===== src/rtl/uart_mem_master.sv =====
// Byte-stream command bridge: 'W'/'R' commands from a UART RX stream become single
// 32-bit transactions on the packed MEM bus; ACK/NAK or read data go back on TX.
module uart_mem_master #(
  parameter int BUS_TIMEOUT  = 1024,
  parameter int BYTE_TIMEOUT = 50000
) (
  input  logic        clk,
  input  logic        rst,
  input  logic [7:0]  rx_tdata,
  input  logic        rx_tvalid,
  output logic        rx_tready,
  output logic [7:0]  tx_tdata,
  output logic        tx_tvalid,
  input  logic        tx_tready,
  output logic [68:0] mem_packed_fwd,
  input  logic [32:0] mem_packed_ret,
  output logic        busy,
  output logic        err_pulse
);

  localparam int BUS_W  = $clog2(BUS_TIMEOUT + 1);
  localparam int BYTE_W = (BYTE_TIMEOUT > 1) ? $clog2(BYTE_TIMEOUT + 1) : 1;
  localparam logic [BUS_W-1:0]  BUS_LAST  = BUS_W'(BUS_TIMEOUT - 1);
  localparam logic [BYTE_W-1:0] BYTE_LAST = BYTE_W'(BYTE_TIMEOUT - 1);
  localparam logic [7:0] OP_W = 8'h57;
  localparam logic [7:0] OP_R = 8'h52;
  localparam logic [7:0] ACK  = 8'h06;
  localparam logic [7:0] NAK  = 8'h15;

  typedef enum logic [2:0] {S_IDLE, S_RX_ADDR, S_RX_DATA, S_BUS, S_TX_RESP} state_t;

  state_t              state_q, state_d;
  logic [1:0]          byte_cnt_q, byte_cnt_d;
  logic [1:0]          resp_last_q, resp_last_d;
  logic                is_wr_q, is_wr_d;
  logic [31:0]         addr_q, addr_d;
  logic [31:0]         wdata_q, wdata_d;
  logic [31:0]         resp_q, resp_d;
  logic [BUS_W-1:0]    bus_cnt_q, bus_cnt_d;
  logic [BYTE_W-1:0]   idle_cnt_q, idle_cnt_d;
  logic                err_q, err_d;
  logic                busy_q;
  logic                rx_rdy_q;

  logic rx_xfer, tx_xfer, mem_ready, bus_to, byte_to, op_ok;

  assign rx_xfer   = rx_tvalid && rx_rdy_q;
  assign tx_xfer   = tx_tvalid && tx_tready;
  assign mem_ready = mem_packed_ret[32];
  assign bus_to    = (bus_cnt_q == BUS_LAST);
  assign byte_to   = (BYTE_TIMEOUT != 0) && (idle_cnt_q == BYTE_LAST);
  assign op_ok     = (rx_tdata == OP_W) || (rx_tdata == OP_R);

  always_ff @(posedge clk) begin
    if (!rst) state_q <= S_IDLE;
    else      state_q <= state_d;
  end

  // A completing transfer always takes priority over a timeout in the same cycle.
  always_comb begin
    state_d = state_q;
    unique case (state_q)
      S_IDLE:    if (rx_xfer) state_d = op_ok ? S_RX_ADDR : S_TX_RESP;
      S_RX_ADDR: begin
        if (rx_xfer && byte_cnt_q == 2'd3) state_d = is_wr_q ? S_RX_DATA : S_BUS;
        else if (!rx_xfer && byte_to)      state_d = S_IDLE;
      end
      S_RX_DATA: begin
        if (rx_xfer && byte_cnt_q == 2'd3) state_d = S_BUS;
        else if (!rx_xfer && byte_to)      state_d = S_IDLE;
      end
      S_BUS:     if (mem_ready || bus_to) state_d = S_TX_RESP;
      S_TX_RESP: if (tx_xfer && byte_cnt_q == resp_last_q) state_d = S_IDLE;
      default:   state_d = S_IDLE;
    endcase
  end

  always_comb begin
    mem_packed_fwd = '0;
    tx_tvalid      = 1'b0;
    tx_tdata       = 8'h00;
    if (state_q == S_BUS)
      mem_packed_fwd = {is_wr_q ? wdata_q : 32'h0, is_wr_q ? 4'hF : 4'h0, 1'b1, addr_q};
    if (state_q == S_TX_RESP) begin
      tx_tvalid = 1'b1;
      tx_tdata  = resp_q[31:24];
    end
  end

  assign rx_tready = rx_rdy_q;
  assign busy      = busy_q;
  assign err_pulse = err_q;

  always_comb begin
    byte_cnt_d  = byte_cnt_q;
    resp_last_d = resp_last_q;
    is_wr_d     = is_wr_q;
    addr_d      = addr_q;
    wdata_d     = wdata_q;
    resp_d      = resp_q;
    bus_cnt_d   = '0;
    idle_cnt_d  = '0;
    err_d       = 1'b0;
    unique case (state_q)
      S_IDLE: begin
        byte_cnt_d = 2'd0;
        if (rx_xfer) begin
          is_wr_d = (rx_tdata == OP_W);
          if (!op_ok) begin
            resp_d      = {NAK, 24'h0};
            resp_last_d = 2'd0;
            err_d       = 1'b1;
          end
        end
      end
      S_RX_ADDR, S_RX_DATA: begin
        if (rx_xfer) begin
          if (state_q == S_RX_ADDR) addr_d  = {addr_q[23:0], rx_tdata};
          else                      wdata_d = {wdata_q[23:0], rx_tdata};
          byte_cnt_d = byte_cnt_q + 2'd1;
        end else begin
          idle_cnt_d = idle_cnt_q + BYTE_W'(1);
          err_d      = byte_to;
        end
      end
      S_BUS: begin
        bus_cnt_d  = bus_cnt_q + BUS_W'(1);
        byte_cnt_d = 2'd0;
        if (mem_ready) begin
          resp_d      = is_wr_q ? {ACK, 24'h0} : mem_packed_ret[31:0];
          resp_last_d = is_wr_q ? 2'd0 : 2'd3;
        end else if (bus_to) begin
          resp_d      = {NAK, 24'h0};
          resp_last_d = 2'd0;
          err_d       = 1'b1;
        end
      end
      S_TX_RESP: begin
        if (tx_xfer) begin
          resp_d     = {resp_q[23:0], 8'h00};
          byte_cnt_d = byte_cnt_q + 2'd1;
        end
      end
      default: byte_cnt_d = 2'd0;
    endcase
  end

  always_ff @(posedge clk) begin
    if (!rst) begin
      byte_cnt_q  <= '0;
      resp_last_q <= '0;
      is_wr_q     <= 1'b0;
      addr_q      <= '0;
      wdata_q     <= '0;
      resp_q      <= '0;
      bus_cnt_q   <= '0;
      idle_cnt_q  <= '0;
      err_q       <= 1'b0;
      busy_q      <= 1'b0;
      rx_rdy_q    <= 1'b0;
    end else begin
      byte_cnt_q  <= byte_cnt_d;
      resp_last_q <= resp_last_d;
      is_wr_q     <= is_wr_d;
      addr_q      <= addr_d;
      wdata_q     <= wdata_d;
      resp_q      <= resp_d;
      bus_cnt_q   <= bus_cnt_d;
      idle_cnt_q  <= idle_cnt_d;
      err_q       <= err_d;
      busy_q      <= (state_d != S_IDLE);
      rx_rdy_q    <= (state_d == S_IDLE) || (state_d == S_RX_ADDR) || (state_d == S_RX_DATA);
    end
  end

endmodule


===== config.mk =====
export PLATFORM = sky130hd
export DESIGN_NAME = uart_mem_master
export DESIGN_NICKNAME = d
export VERILOG_FILES = /design/src/rtl/uart_mem_master.sv
export SDC_FILE = /design/constraint.sdc
export NUM_CORES = 1
export LEC_CHECK = 0
export CAP_MARGIN = 20
export CORE_ASPECT_RATIO = 0.7
export CORE_MARGIN = 2
export CORE_UTILIZATION = 30
export DETAILED_ROUTE_END_ITERATION = 6
export GPL_ROUTABILITY_DRIVEN = 0
export SLEW_MARGIN = 20
export SYNTH_ARGS = -nofsm -noshare
export SYNTH_HDL_FRONTEND = slang
export SYNTH_SLANG_ARGS = --single-unit

===== constraint.sdc =====
create_clock -name clk -period 3 [get_ports clk]
set_input_delay 0.6 -clock clk [delete_from_list [all_inputs] [get_ports clk]]
set_output_delay 0.6 -clock clk [all_outputs]
set_load 0.005 [all_outputs]

# After elaboration in Yosys (flattened, before gate mapping)
# Cells that the tools add are included.
[op_classes] n_reduce_logical=24 n_mux=36 n_eq_ne=17 add_sub_neg=3 n_bitwise=3
[ops] cell="$mux 32" n=7
[ops] cell="$pmux 32 s3" n=1
[ops] cell="$mux 69" n=1
[ops] cell="$mux 3" n=7
[ops] cell="$add 16x1->16 const B" n=1
[ops] cell="$eq 16x16->1 const B" n=1
[ops] cell="$eq 8x7->1 const B" n=2
[ops] cell="$pmux 3 s5" n=1
[ops] cell="$mux 2" n=7
[ops] cell="$add 11x1->11 const B" n=1
[ops] cell="$eq 11x10->1 const B" n=1
[ops] cell="$eq 3x2->1 const B" n=3
[ops] cell="$mux 8" n=1
[ops] cell="$ne 2x2->1 const B" n=4
[ops] cell="$pmux 2 s2" n=2
[ops] cell="$mux 1" n=7
[ops] cell="$eq 3x1->1 const B" n=2
[ops] cell="$logic_not 3->1" n=2
[ops] cell="$reduce_and 2->1" n=3
[ops] cell="$reduce_and 3->1" n=2
[ops] cell="$reduce_bool 3->1" n=2
[ops] cell="$logic_and 1x1->1" n=5
[ops] cell="$reduce_and 5->1" n=1
[ops] cell="$logic_or 1x1->1" n=4
[ops] cell="other kinds (13)" n=15
[totals] inputBits=45 ff_bits=134 wordCells=95 output_inout_bits=81

# Logic depth before layout (Yosys ltp)
# Gate-level depths: netlist of run 1.
[depth] depth_word=9 depth_mapped=9 depth_no_buf=7

# Worst setup path before layout of run 1
# No wires, ideal clock.
[synth_path] kind="input to register" start="input port rx_tdata[3]" end="register resp_q[24]" slack_ns=1.056 setup_time_ns=0.087 stages=6 path_buffers=1 arrival_time_ns=1.857 cell_sequence="nand2b_1 o41ai_2 a22o_2 nor2_4 buf_4 a211oi_1"
[synth_via] elab_chain_len=4 elab_cells_between_ends=5
[synth_lines] element="start: declaration" line_no="9" text="input logic [7:0] rx_tdata,"
[synth_lines] element="$eq 8x7->1" line_no="52" text="assign op_ok = (rx_tdata == OP_W) || (rx_tdata == OP_R);"
[synth_lines] element="$logic_or 1x1->1 *" line_no="52"
[synth_lines] element="$ne 2x2->1 (no line) *"
[synth_lines] element="$reduce_and 5->1 (no line) *"
[synth_lines] element="end signal: assignment" line_no="167" text="resp_q <= resp_d;"
[synth_lines] element="end: declaration" line_no="38" text="logic [31:0] resp_q, resp_d;"
# Mark *: on every way between the ends. The rest lies on a longest branch, timed or not.
# A chain may end at the register's enable or synchronous reset.

# Worst setup path in the final report of run 1
[layout_path] start="register state_q[2]" end="output port mem_packed_fwd[44]"
[layout_via] elab_chain_len=2
[layout_lines] element="start: declaration" line_no="32" text="state_t state_q, state_d;"
[layout_lines] element="start signal: assignment" line_no="56" text="else state_q <= state_d;"
[layout_lines] element="$eq 3x2->1" line_no="82" text="if (state_q == S_BUS)"
[layout_lines] element="$mux 69" line_no="82"
[layout_lines] element="end: declaration" line_no="15" text="output logic [68:0] mem_packed_fwd,"
# No other way between the ends.

==> results.cfg, run 1 <==
[hold_path]
min_from = addr_q[26]$_SDFFE_PN0P_
hold_class = reg2reg

[global_routing]
antenna_found_initial = 0
grt_pass1_vias = 5033
overflow = 0
grt_pass1_wl_um = 26800
grt_max_degree = 68
grt_usage_pct = 16.4

[pwr]
peakVddDrop_mv = 0.283
power_frac_clock_pct = 50.2
seqPwrFrac_pct = 43.6
share_comb_of_total_power_pct = 6.2
power.density_mw_per_mm2 = 522
power_leakage_uw = 0.00272
p_int_uw = 3260
sw_frac_of_total_pct = 22.2
power.switching_uw = 931

[synthesis]
syn_nets = 777
netlist_area_mm2 = 0.00595
ys_ff_latch = 133
synth_seq_area_share_pct = 44.7
synth_cell_type_count = 49
syn_inst = 729
synth_area_per_cell_um2 = 8.16
yosys_warnings = 0

[run]
maxCapViolations = 0

[worst_setup_path]
worstReg2RegStart = state_q[2]$_SDFF_PN0_
worst_path_max_delay_cell = clkdlybuf4s50_1
critPathArrivalTime_ns = 2.24
cp_slowest_stage_delay_ns = 0.55
reg2reg_slack_ns = 0.34
required_ns = 2.40
cp_cell_sequence = inv_1 > nand3_2 > inv_2 > buf_8 > and3_1 > clkdlybuf4s50_1
setup.worst_path.class = reg2out
end_kind = primary output
startpoint = state_q[2]$_SDFF_PN0_
worstPathMaxFanout = 38
critPathLaunchType = flop

[cts]
clock_path_buffers = 2
cts_tree = done
cts_made_buffers = 17
cts.sinks = 133
clockRootBuffer = clkbuf_16
clk_pin_slew_ns = 0.06
clk_latency_ns = 0.41
cts_max_level = 4
post_cts_buffers = 0

[die]
coreArea_mm2 = 0.0196
start_util_pct = 30.3
io_pins = 126
die_area_mm2 = 0.0210
fp.dieH_um = 122
die_w_um = 172
placementRows = 43

[finish]
diodes = 0
final_common_cell = nand2_1
syn2layout_area_growth_pct = 35.1
utilization_pct = 40.9
final_cell_mix = 152 x nand2_1, 133 x dfxtp_1, 125 x clkdlybuf4s50_1
final_nets = 881
drive_above_1_share_pct = 9.47

[route]
vias_per_cell = 4.87
ant_nets = 0
num_vias = 5426
wire_per_inst_um = 15.0
drc_errors = 0
drt-initial-drc-count = 391
first_pass_iters = 5
routed_wl_um = 16800

[timing]
relSlewSlack_pct = 28.3
fmax_mhz = 352
setup_viol = 0
grt_setup_unrepaired = no
finalSetupTns_ns = 0
period_share_pct = 94.6
worstMarginPinSlew_ns = 1.08
finalHoldViolations = 0
fin_crit_ns = 2.84
slew_viol_final = 0
skew_ns = 0.00548

[placement]
dpl.hpwl_um = 11400
io_buffers = 125

[run_status]
outcome = complete, no violations
-- stage by stage --
stage | total power [uW] | setup slack (ns) | hold WS, ns | cell area [um2] | std cells
6_report | 4200 | 0.163 | 0.450 | 8040 | 1115
5_1_grt | 4340 | 0.0233 | 0.454 | 8040 | 1115
4_1_cts | 4240 | 0.0407 | 0.449 | 8030 | 1115
3_5_place_dp | 2130 | 0.0183 | 0.438 | 7440 | 1084
3_3_place_gp | 2120 | 0.103 | 0.425 | 7440 | 1084
2_1_floorplan | 2010 | 1.06 | 0.413 | 5950 | 729
-- cell usage after synthesis, drive strengths merged --
cell type	number	area, um2
buf	13	100
and4	2	17.5
a21o	1	7.51
or3	8	52.6
dfxtp	133	2660
o221a	1	11.3
nand2	152	571
or4	1	11.3
nor3	11	65.1
o21a	2	15.0
a22o	1	10.0
and4b	1	10.0
nor4bb	1	10.0
a31oi	3	18.8
nor4	4	31.3
clkinv	1	3.75
inv	7	26.3
o32a	1	10.0
ha	3	37.5
xnor2	11	96.3
o22ai	1	6.26
nand4	3	33.8
nand3	11	60.1
o41ai	1	16.3
mux2i	1	10.0
a22oi	22	170
a211oi	30	310
nor3b	1	7.51
and2	45	282
and3	37	231
o21ai	16	80.1
nand2b	7	43.8
nor2	36	143
a41o	1	10.0
clkbuf	43	161
xor2	8	70.1
o31ai	1	7.51
a21oi	108	541
-- final timing paths --
kind                                                end  cells past startpoint
worst min register to register  addr_q[26]$_SDFFE_PN0P_                      2
worst max register to register  resp_q[13]$_SDFFE_PN0P_                      5
worst max-delay path                 mem_packed_fwd[44]                      6
worst min-delay path            addr_q[26]$_SDFFE_PN0P_                      2
-- power by group through the flow --
stage	clock network (uW)	registers [uW]	logic, uW
finish	2110	1830	261
floorplan	0	1860	153
global placement	0	1870	254
global route	2220	1830	284
detailed placement	0	1870	260
CTS	2150	1830	261
-- per-layer routing --
metal	routed length, um	vias up	GRT usage [%]	share of wire, %
li1	-	2727	-	-
met1	8970	2552	24.4	54
met2	6590	128	22.2	39
met3	897	19	4.71	5.4
met4	291	0	5.83	1.7
met5	0	-	0	0
-- state kept, by name, summed over array words and instances (netlist names) --
register,count
busy,1
wdata_q,32
is_wr_q,1
resp_q,32
byte_cnt_q,2
state_q,3
rx_tready,1
idle_cnt_q,16
resp_last_q,1
addr_q,32
bus_cnt_q,11
err_pulse,1
-- logic make-up (layout without fill, tap and decap cells) --
family	Yosys count	in the layout	synth area share (%)
buffers and inverters	64	180	4.90
DFF	133	133	44.7
xor gates and xnor gates	19	19	2.80
muxes	1	1	0.168
and+or+nand+nor	320	320	26.4
adders and majority gates	3	3	0.631
AOI/OAI and AO/OA	189	189	20.4
-- area by class of cell --
type | count | area [um2]
fill | 1968 | 11600
multi-input combinational | 532 | 3010
sequential | 133 | 2660
timing repair buffer | 141 | 1410
clock buffer | 21 | 460
tap | 270 | 338
clock inverter | 10 | 130
inverter | 8 | 31.3
-- critical path, delay by kind of cell, from the launching register on --
family | cells | cell delay [ns]
buf+inv | 4 | 1.03
flops | 1 | 0.43
simple gates | 2 | 0.34
-- repair_timing --
item,in CTS,in global routing
setup endpoints to repair,0,34
gates resized for setup,0,3
hold buffers,0,0
Note: power is estimated with default switching activity, not from simulation.
==> run 2: changes to the inputs <==
--- a/config.mk
+++ b/config.mk
@@ -5,6 +5,7 @@
 export SDC_FILE = /design/constraint.sdc
 export NUM_CORES = 1
 export LEC_CHECK = 0
+export ABC_AREA = 1
 export CAP_MARGIN = 20
 export CORE_ASPECT_RATIO = 0.7
 export CORE_MARGIN = 2
==> results.cfg, run 2 <==
[finish]
drive_above_1_share_pct = 6.42
final_nets = 1017
final_cell_mix = 218 x nor2_1, 141 x nand2_1, 133 x dfxtp_1
diodes = 0
final_common_cell = nor2_1
top_regs = addr_q x32, resp_q x32, wdata_q x32
syn2layout_area_growth_pct = 33.3

[cts]
cts_hold_buf = 0
cts.sinks = 133
cts_max_level = 4
clk_latency_ns = 0.41
cts_resized = 0
cts_tree = done
clock_path_buffers = 2
post_cts_buffers = 0
clockRootBuffer = clkbuf_16
clk_pin_slew_ns = 0.06
cts_made_buffers = 17

[pwr]
share_comb_of_total_power_pct = 6.7
seqPwrFrac_pct = 44.9
power.switching_uw = 957
power.density_mw_per_mm2 = 511
power_frac_clock_pct = 48.4
power_leakage_uw = 0.00291
sw_frac_of_total_pct = 23.5
peakVddDrop_mv = 0.286
p_int_uw = 3110

[timing]
fmax_mhz = 357
worstMarginPinSlew_ns = 0.853
slew_viol_final = 0
finalHoldViolations = 0
setup_viol = 0
whs_ns = 0.450
relSlewSlack_pct = 43.1
fin_crit_ns = 2.80
skew_ns = 0.00999
grt_setup_unrepaired = no
period_share_pct = 93.3
finalSetupTns_ns = 0

[route]
first_pass_iters = 5
ant_nets = 0
vias_per_cell = 4.40
num_vias = 5510
drc_errors = 0
routed_wl_um = 15400
drt-initial-drc-count = 377
wire_per_inst_um = 12.3

[global_routing]
antenna_found_initial = 0
grt_usage_pct = 15.0
grt_pass1_wl_um = 25500
grt_max_degree = 95
grt_pass1_vias = 5093
overflow = 0

[worst_setup_path]
setup.worst_path.class = reg2out
required_ns = 2.40
critPathArrivalTime_ns = 2.20
reg2reg_slack_ns = 0.77
end_kind = primary output
critPathLaunchType = flop
worstPathMaxFanout = 42

[synthesis]
yosysTopAreaCellShare_pct = 44.6
netlist_area_mm2 = 0.00598
synth_common_cells = 219 x nor2_1, 141 x nand2_1, 133 x dfxtp_1
ys.flop_type = dfxtp_1
syn_inst = 865
synth_cell_type_count = 38
ys_ff_latch = 133
synthArstFlopShare_pct = 0
synth_seq_area_share_pct = 44.6
yosys_warnings = 0
yosys.area.top_type = dfxtp_1
yosysMostFrequentCell = nor2_1
syn_nets = 913
synthTopCellsByArea = dfxtp_1 45%, nor2_1 14%, nand2_1 8.9%
synth_edf_count = 0
synth_area_per_cell_um2 = 6.91

[placement]
dpl.hpwl_um = 10300
io_buffers = 125

[die]
die_area_mm2 = 0.0211
die_w_um = 173
fp.dieH_um = 122
io_pins = 126
start_util_pct = 30.3
placementRows = 43
coreArea_mm2 = 0.0197

[run_status]
outcome = complete, no violations

[hold_path]
hold_class = reg2reg

[run]
maxCapViolations = 0
==> run 2: cell families (layout without fill, tap and decap cells) <==
kind of cell             after synthesis  count (layout)  share of synthesized area (%)
buffers and inverters                138             255                           9.71
flip-flops                           133             133                           44.6
XOR/XNOR                               7               7                           1.03
adder cells (fa/ha/maj)                3               3                          0.628
AND/OR/NAND/NOR                      402             402                           27.7
AO/OA/AOI/OAI                        182             182                           16.3
==> run 2: power groups by stage <==
stage | sequential [uW] | combinational (uW) | clock (uW)
after floorplan | 1860 | 177 | 0
after global placement | 1870 | 275 | 0
after detailed placement | 1870 | 275 | 0
after CTS | 1830 | 276 | 2020
after global routing | 1830 | 309 | 2100
final | 1830 | 272 | 1970
==> run 2: area by class of cell <==
cell class | count | area [um2]
Fill cell | 2100 | 11700
Timing Repair Buffer | 132 | 1320
Inverter | 91 | 343
Multi-Input combinational cell | 594 | 2740
Tap cell | 270 | 338
Sequential cell | 133 | 2660
Clock buffer | 21 | 460
Clock inverter | 11 | 101
==> run 2: final timing paths <==
check,startpoint,end,depth (start not counted)
setup / recovery,state_q[0]$_SDFF_PN0_,mem_packed_fwd[47],4
hold / removal,idle_cnt_q[0]$_SDFF_PP0_,idle_cnt_q[0]$_SDFF_PP0_,1
setup reg to reg,state_q[1]$_SDFF_PN0_,resp_q[21]$_SDFFE_PN0P_,10
hold reg to reg,idle_cnt_q[0]$_SDFF_PP0_,idle_cnt_q[0]$_SDFF_PP0_,1
==> run 2: stage by stage <==
| step | setup WS (ns) | utilization [%] | power [uW] | cells | area [um2] |
|---|---|---|---|---|---|
| after global routing | 0.0659 | 40.4 | 4240 | 1252 | 7960 |
| after floorplan | 1.04 | - | 2040 | 865 | 5980 |
| final | 0.201 | 40.4 | 4070 | 1252 | 7960 |
| after CTS | 0.193 | 40.4 | 4130 | 1252 | 7960 |
| after detailed placement | 0.458 | 37.6 | 2140 | 1220 | 7400 |
| after global placement | 0.491 | 37.6 | 2140 | 1220 | 7400 |
==> run 2: critical path: stages, from the launching register on <==
cell and delay [ns]:
dfxtp_1 0.48, nand3_4 0.21, buf_4 0.32, nor2_1 0.23, clkdlybuf4s50_1 0.54
==> run 2: per-layer routing <==
| metal | wire length, um | vias up | GRT usage, % | part of all wire, % |
|---|---|---|---|---|
| li1 | - | 2944 | - | - |
| met1 | 8020 | 2443 | 20.9 | 52 |
| met2 | 6260 | 117 | 21.5 | 41 |
| met3 | 1080 | 6 | 6.12 | 7.0 |
| met4 | 59 | 0 | 3.34 | 0.38 |
| met5 | 0 | - | 0 | 0 |
==> run 3: changes to the inputs <==
--- a/config.mk
+++ b/config.mk
@@ -6,13 +6,14 @@
 export NUM_CORES = 1
 export LEC_CHECK = 0
 export ABC_AREA = 1
+export ABC_CLOCK_PERIOD_IN_PS = 3000
 export CAP_MARGIN = 20
 export CORE_ASPECT_RATIO = 0.7
 export CORE_MARGIN = 2
 export CORE_UTILIZATION = 30
 export DETAILED_ROUTE_END_ITERATION = 6
 export GPL_ROUTABILITY_DRIVEN = 0
-export SLEW_MARGIN = 20
+export SLEW_MARGIN = 25
 export SYNTH_ARGS = -nofsm -noshare
 export SYNTH_HDL_FRONTEND = slang
 export SYNTH_SLANG_ARGS = --single-unit
==> results of run 3 <==
Final layout, timing and power as in run 2 (identical DEF).
